<file path="config.mk">
export PLATFORM = sky130hd
export DESIGN_NAME = controle_operacoes_matriz_flat
export DESIGN_NICKNAME = d
export VERILOG_FILES = /design/src/rtl/controle_operacoes_matriz_pkg.sv /design/src/rtl/controle_operacoes_matriz_if.sv /design/src/rtl/controle_operacoes_matriz_ula_linha.sv /design/src/rtl/controle_operacoes_matriz.sv /design/src/flat_wrapper.sv
export SDC_FILE = /design/constraint.sdc
export NUM_CORES = 2
export LEC_CHECK = 0
export CAP_MARGIN = 20
export CELL_PAD_IN_SITES_DETAIL_PLACEMENT = 1
export CELL_PAD_IN_SITES_GLOBAL_PLACEMENT = 1
export CORE_MARGIN = 2
export CORE_UTILIZATION = 38
export CTS_CLUSTER_DIAMETER = 60
export DETAILED_ROUTE_END_ITERATION = 10
export GPL_TIMING_DRIVEN = 0
export PLACE_DENSITY = 0.74
export SLEW_MARGIN = 20
export SYNTH_ARGS = -nofsm -noshare
export SYNTH_HDL_FRONTEND = slang
export SYNTH_SLANG_ARGS = --single-unit
</file>
<file path="constraint.sdc">
create_clock -name clk -period 7.15 [get_ports clk]
set_input_delay 1.0725 -clock clk [delete_from_list [all_inputs] [get_ports clk]]
set_output_delay 1.0725 -clock clk [all_outputs]
set_load 0.005 [all_outputs]
</file>
<file path="src/rtl/controle_operacoes_matriz_pkg.sv">
// Shared definitions for the 5x5 signed-matrix sequencer: dimensions, opcodes,
// FSM states and element range limits.
package controle_operacoes_matriz_pkg;

  localparam int N        = 5;
  localparam int DATA_W   = 8;
  localparam int OP_W     = 3;
  localparam int ROW_W    = $clog2(N);
  localparam int ROW_BITS = N * DATA_W;
  localparam int MAT_BITS = N * N * DATA_W;

  localparam logic [OP_W-1:0] OP_SOMA     = 3'b000;
  localparam logic [OP_W-1:0] OP_SUB      = 3'b001;
  localparam logic [OP_W-1:0] OP_OPOSICAO = 3'b010;
  localparam logic [OP_W-1:0] OP_ESCALAR  = 3'b011;

  typedef enum logic [1:0] {
    ST_IDLE = 2'b00,
    ST_EXEC = 2'b01,
    ST_DONE = 2'b10
  } estado_t;

  // Representable element range, expressed at the wide intermediate width
  localparam logic signed [2*DATA_W-1:0] WIDE_MAX = (2**(DATA_W-1)) - 1;
  localparam logic signed [2*DATA_W-1:0] WIDE_MIN = -(2**(DATA_W-1));

  // Clamp values used when saturation is enabled
  localparam logic [DATA_W-1:0] ELEM_MAX = {1'b0, {(DATA_W-1){1'b1}}};
  localparam logic [DATA_W-1:0] ELEM_MIN = {1'b1, {(DATA_W-1){1'b0}}};

  // Opcodes 000..011 are defined; everything above is rejected
  function automatic logic opcode_valido(input logic [OP_W-1:0] op);
    return (op <= OP_ESCALAR);
  endfunction

endpackage

</file>
<file path="src/rtl/controle_operacoes_matriz_if.sv">
// Command/result bundle between the command decoder (master) and the
// matrix sequencer (slave).
interface controle_operacoes_matriz_if;
  import controle_operacoes_matriz_pkg::*;

  logic                start;
  logic [OP_W-1:0]     opcode;
  logic [MAT_BITS-1:0] matrix_A;
  logic [MAT_BITS-1:0] matrix_B;
  logic [DATA_W-1:0]   escalar;
  logic [MAT_BITS-1:0] result;
  logic                busy;
  logic                done;
  logic                overflow;
  logic                erro;

  modport master (
    output start, opcode, matrix_A, matrix_B, escalar,
    input  result, busy, done, overflow, erro
  );

  modport slave (
    input  start, opcode, matrix_A, matrix_B, escalar,
    output result, busy, done, overflow, erro
  );

endinterface

</file>
<file path="src/rtl/controle_operacoes_matriz_ula_linha.sv">
// Row-wide combinational ALU: N signed elements per row.
// Build option MATRIZ_SATURATE_EN: overflowed elements clamp to the signed
// limits; without it they wrap to the low DATA_W bits.
module ula_linha
  import controle_operacoes_matriz_pkg::*;
(
  input  logic [ROW_BITS-1:0]     row_a,
  input  logic [ROW_BITS-1:0]     row_b,
  input  logic signed [DATA_W-1:0] escalar,
  input  logic [OP_W-1:0]         opcode,
  output logic [ROW_BITS-1:0]     row_res,
  output logic                    row_ovf
);

  logic [N-1:0] ovf_vec;

  generate
    for (genvar gi = 0; gi < N; gi++) begin : g_elem
      logic signed [DATA_W-1:0]   a;
      logic signed [DATA_W-1:0]   b;
      logic signed [2*DATA_W-1:0] wide;
      logic                       ovf;

      assign a = row_a[gi*DATA_W +: DATA_W];
      assign b = row_b[gi*DATA_W +: DATA_W];

      // Exact result at double width, so every opcode fits before range checking
      always_comb begin
        wide = '0;
        case (opcode)
          OP_SOMA:     wide = {{DATA_W{a[DATA_W-1]}}, a} + {{DATA_W{b[DATA_W-1]}}, b};
          OP_SUB:      wide = {{DATA_W{a[DATA_W-1]}}, a} - {{DATA_W{b[DATA_W-1]}}, b};
          OP_OPOSICAO: wide = '0 - {{DATA_W{a[DATA_W-1]}}, a};
          OP_ESCALAR:  wide = a * escalar;
          default:     wide = '0;
        endcase
      end

      assign ovf = (wide > WIDE_MAX) || (wide < WIDE_MIN);
      assign ovf_vec[gi] = ovf;

`ifdef MATRIZ_SATURATE_EN
      assign row_res[gi*DATA_W +: DATA_W] = !ovf ? wide[DATA_W-1:0] :
                                            (wide[2*DATA_W-1] ? ELEM_MIN : ELEM_MAX);
`else
      assign row_res[gi*DATA_W +: DATA_W] = wide[DATA_W-1:0];
`endif
    end
  endgenerate

  assign row_ovf = |ovf_vec;

endmodule

</file>
<file path="src/rtl/controle_operacoes_matriz.sv">
// Matrix operation sequencer: latches operands on start, runs one row per
// clock through ula_linha, accumulates the result matrix and flags, pulses done.
// Build option MATRIZ_SATURATE_EN selects saturating element arithmetic.
module controle_operacoes_matriz
  import controle_operacoes_matriz_pkg::*;
(
  input  logic                       clk,
  input  logic                       rst_n,
  controle_operacoes_matriz_if.slave bus
);

  estado_t                           state_reg;
  logic [ROW_W-1:0]                  row_reg;
  logic [OP_W-1:0]                   op_reg;
  logic [N-1:0][ROW_BITS-1:0]        a_reg;
  logic [N-1:0][ROW_BITS-1:0]        b_reg;
  logic [DATA_W-1:0]                 esc_reg;
  logic [N-1:0][ROW_BITS-1:0]        result_reg;
  logic                              busy_reg;
  logic                              done_reg;
  logic                              ovf_reg;
  logic                              erro_reg;

  logic [ROW_BITS-1:0]               row_res;
  logic                              row_ovf;

  ula_linha u_ula (
    .row_a   (a_reg[row_reg]),
    .row_b   (b_reg[row_reg]),
    .escalar (esc_reg),
    .opcode  (op_reg),
    .row_res (row_res),
    .row_ovf (row_ovf)
  );

  // Sequencer FSM: operand latch, row stepping, result writeback and flags
  always_ff @(posedge clk or negedge rst_n) begin
    if (!rst_n) begin
      state_reg  <= ST_IDLE;
      row_reg    <= '0;
      op_reg     <= '0;
      a_reg      <= '0;
      b_reg      <= '0;
      esc_reg    <= '0;
      result_reg <= '0;
      busy_reg   <= 1'b0;
      done_reg   <= 1'b0;
      ovf_reg    <= 1'b0;
      erro_reg   <= 1'b0;
    end else begin
      done_reg <= 1'b0;
      case (state_reg)
        ST_IDLE: begin
          if (bus.start) begin
            op_reg   <= bus.opcode;
            a_reg    <= bus.matrix_A;
            b_reg    <= bus.matrix_B;
            esc_reg  <= bus.escalar;
            row_reg  <= '0;
            ovf_reg  <= 1'b0;
            busy_reg <= 1'b1;
            if (opcode_valido(bus.opcode)) begin
              erro_reg  <= 1'b0;
              state_reg <= ST_EXEC;
            end else begin
              // Rejected opcode: report and finish without touching result
              erro_reg  <= 1'b1;
              done_reg  <= 1'b1;
              state_reg <= ST_DONE;
            end
          end
        end
        ST_EXEC: begin
          result_reg[row_reg] <= row_res;
          if (row_ovf) begin
            ovf_reg <= 1'b1;
          end
          if (row_reg == ROW_W'(N-1)) begin
            row_reg   <= '0;
            done_reg  <= 1'b1;
            state_reg <= ST_DONE;
          end else begin
            row_reg <= row_reg + 1'b1;
          end
        end
        ST_DONE: begin
          busy_reg  <= 1'b0;
          state_reg <= ST_IDLE;
        end
        default: begin
          busy_reg  <= 1'b0;
          state_reg <= ST_IDLE;
        end
      endcase
    end
  end

  assign bus.result   = result_reg;
  assign bus.busy     = busy_reg;
  assign bus.done     = done_reg;
  assign bus.overflow = ovf_reg;
  assign bus.erro     = erro_reg;

endmodule
</file>
<file path="src/flat_wrapper.sv">
// flat-port wrapper written by rule: the top's interface ports become plain ports
module controle_operacoes_matriz_flat import controle_operacoes_matriz_pkg::*;
  (clk, rst_n, bus_start, bus_opcode, bus_matrix_A, bus_matrix_B, bus_escalar, bus_result, bus_busy, bus_done, bus_overflow, bus_erro);
  controle_operacoes_matriz_if bus_i ();
  input  logic clk;
  input  logic rst_n;
  input wire logic [$bits(bus_i.start)-1:0] bus_start;
  input wire logic [$bits(bus_i.opcode)-1:0] bus_opcode;
  input wire logic [$bits(bus_i.matrix_A)-1:0] bus_matrix_A;
  input wire logic [$bits(bus_i.matrix_B)-1:0] bus_matrix_B;
  input wire logic [$bits(bus_i.escalar)-1:0] bus_escalar;
  output wire logic [$bits(bus_i.result)-1:0] bus_result;
  output wire logic [$bits(bus_i.busy)-1:0] bus_busy;
  output wire logic [$bits(bus_i.done)-1:0] bus_done;
  output wire logic [$bits(bus_i.overflow)-1:0] bus_overflow;
  output wire logic [$bits(bus_i.erro)-1:0] bus_erro;
  assign bus_i.start = bus_start;
  assign bus_i.opcode = bus_opcode;
  assign bus_i.matrix_A = bus_matrix_A;
  assign bus_i.matrix_B = bus_matrix_B;
  assign bus_i.escalar = bus_escalar;
  assign bus_result = bus_i.result;
  assign bus_busy = bus_i.busy;
  assign bus_done = bus_i.done;
  assign bus_overflow = bus_i.overflow;
  assign bus_erro = bus_i.erro;
  controle_operacoes_matriz u_core (.clk(clk), .rst_n(rst_n), .bus(bus_i));
endmodule
</file>
==> results by group <==
Logic synthesis
  • Post-synthesis async set-or-reset flop share: 100.0%
  • Synthesized area: 43570 µm²
  • Register area share after synthesis: 35.61%
  • Synth Register Bits: 620
  • Synth Warn #: 0
  • Avg Cell Area, Syn: 8.632 µm²
  • Leading area contributor after synthesis: dfrtp_1
  • Post-Syn Instances: 5047
  • Post-synth top flop: dfrtp_1
  • Mapped Nets: 5978
  • Top cell type's share of synthesized area: 35.61%
  • Post-synth EDFFs: 0
  • Leading post-synthesis cells by cell area: dfrtp_1 (36%), nand2_1 (14%), fa_1 (13%), ha_1 (6.7%), inv_1 (4.2%)
  • Synth unique cells: 90

Global route
  • Met2 GRT Util: 51.48%
  • Vias in the first global route: 43250
  • Largest net degree at the start of global routing: 98
  • GR peak layer: met2
  • GR Overflow Total: 0
  • First-pass GRT wire length: 273200 µm
  • Initial antenna violation count: 20
  • Met1 GRT Util: 38.61%
  • Overall Global Routing Usage: 31.30%
  • Met3 Use GR: 6.400%

Clock network
  • CTS tree: done
  • Clock Pin Slew Worst Setup and Hold Paths: 0.06 ns
  • CTS Root Cell: clkbuf_16
  • Clock Tree Buf Depth: 3
  • Hold_buf cts: 0
  • CTS Sinks: 620
  • TritonCTS buffer count: 75
  • Htree depth: 3
  • Worst-Skew Late Latency: 0.65 ns

Timing
  • Fin. Hold Viols: 0
  • Max Fclk: 138.3 MHz
  • Fin crit period: 7.231 ns
  • Rel. slew slack: 22.38%
  • Min Hold Slack: 0.4375 ns
  • Post-route setup slack: -0.08053 ns
  • Clock skew: 0.02482 ns
  • Final period util: 101.1%
  • Worst slew pin tran: 1.164 ns
  • Setup-failing EPs final: 1
  • Count of pins over their slew limit: 0
  • RSZ-0062 raised after global routing: yes

Floorplan
  • Total Die Area: 117400 µm²
  • Initial core utilization: 38.20%
  • I/O pins: 618
  • Core area: 114000 µm²
  • Die X: 342.6 µm
  • Site Rows: 124
  • Die height: 342.6 µm

Worst hold path
  • Hold Crit Class: in -> async

Placed design
  • RD Place Congestion: 0.9598
  • Port bufs: 617
  • Dpl hpwl: 145900 µm
  • Placed cell area: 52030 µm²

Setup path
  • CP arrival: 7.72 ns
  • WP data required: 7.64 ns
  • Worst path max stage delay: 0.59 ns
  • CP dominant cell by count: buf_12
  • Slowest cell on crit path: fa_2
  • CP Launch Type: flip-flop
  • Crit path kind: reg -> reg
  • CP Capture Type: flip-flop
  • Worst Path Max Fanout: 8

Final layout
  • Nets: 6749
  • Synth-to-Final Area Change: 28.83%
  • Final Cell Area: 56130 µm²
  • Proportion of layout cells with a drive suffix above 1: 8.357%
  • Fin util: 49.22%
  • Commonest non-fill, non-tap cell in the layout: nand2_1
  • Most frequent cells in the layout: nand2_1 (1652), dfrtp_1 (620), clkdlybuf4s50_1 (616)
  • FILL cells: 13270

Route
  • DR vias/cell: 5.390
  • Antenna-violating nets left: 0
  • Detailed-route wire length: 184700 µm
  • Drt pass-1 iters: 8
  • DRC violations left: 0
  • DR vias: 39900
  • DRT iter0 DRCs: 2899
  • Avg WL per Cell: 24.95 µm

Outcome
  • Status: finished with violations
  • Failing checks: setup timing

Run
  • Max_cap viols: 0
cells by family after synthesis:
kind of cell	share of synthesized area (%)
flops	35.61
simple gates	21.11
compound gates	9.492
fa+ha+maj	19.76
xor+xnor	2.674
mux	4.601
buf+inv	6.758
worst max-delay path, delay by kind of cell (launching register included):
family	cells	cell delay [ns]
AND/OR/NAND/NOR	7	1.61
XOR/XNOR	1	0.19
AO/OA/AOI/OAI	7	1.31
buffers and inverters	8	1.09
adder cells (fa/ha/maj)	5	2.30
multiplexers	1	0.13
flip-flops	1	0.40
through the flow:
step	setup WS (ns)	TNS [ns]	std cells
6_report	-0.08053	-0.08053	7403
5_1_grt	-0.2889	-0.2889	7395
4_1_cts	-0.04632	-0.04632	7374
3_5_place_dp	-2.285	-18.79	7201
3_3_place_gp	-23.88	-	7176
2_1_floorplan	0.2347	0	5047
cell type report:
type                       instances  area (µm²)  share of cell area (%)
multi-input combinational       3664       25860                   46.07
sequential                       620       15510                   27.64
timing repair buffer             704        7015                   12.50
clock buffer                     103        2146                   3.823
tap                             1512        1892                   3.371
inverter                         488        1846                   3.288
buffer                           265        1371                   2.443
clock inverter                    31       441.7                  0.7869
antenna                           16       40.04                 0.07134
synth_stat cells (all sizes together) (20+ instances only):
library cell,count
clkbuf,219
buf,56
nor2b,67
xnor2,93
o22ai,33
mux2,65
nand3,23
inv,486
o21ai,212
nand2,1659
dfrtp,620
nor2,171
o21a,50
a21oi,146
a21o,27
mux2i,84
xor2,40
nor3,20
a211oi,27
ha,232
and2,141
fa,285
metal layers:
layer | part of all wire [%] | vias up | routed length [µm]
met3 | 7.5 | 465 | 13890
met1 | 40 | 20170 | 73170
met2 | 47 | 1625 | 86590
met4 | 6.0 | 6 | 11040
met5 | 0.018 | - | 34
li1 | - | 17640 | -
final timing paths:
kind                                                   end  depth (start not counted)                     startpoint  slack [ns]
hold reg to reg               u_core.a_reg[42]$_DFFE_PN0P_                          2   u_core.a_reg[42]$_DFFE_PN0P_        0.47
max in group asynchronous    u_core.esc_reg[6]$_DFFE_PN0P_                          4                          rst_n        4.82
setup reg to reg           u_core.bus.overflow$_DFFE_PN0P_                         29  u_core.row_reg[1]$_DFFE_PN0P_       -0.08
setup / recovery           u_core.bus.overflow$_DFFE_PN0P_                         29  u_core.row_reg[1]$_DFFE_PN0P_       -0.08
min in group clk              u_core.a_reg[42]$_DFFE_PN0P_                          2   u_core.a_reg[42]$_DFFE_PN0P_        0.47
hold / removal                u_core.b_reg[93]$_DFFE_PN0P_                          1                          rst_n        0.44
timing repair:
action / in CTS / in global routing
pin swaps: 27 / 34
resized for setup: 176 / 88
setup endpoints to repair: 53 / 1
gates cloned: 1 / 0
buffers inserted: 47 / 13
Power is not shown: default switching activity piles up to over one toggle a cycle in this logic, so the estimate is an artifact.
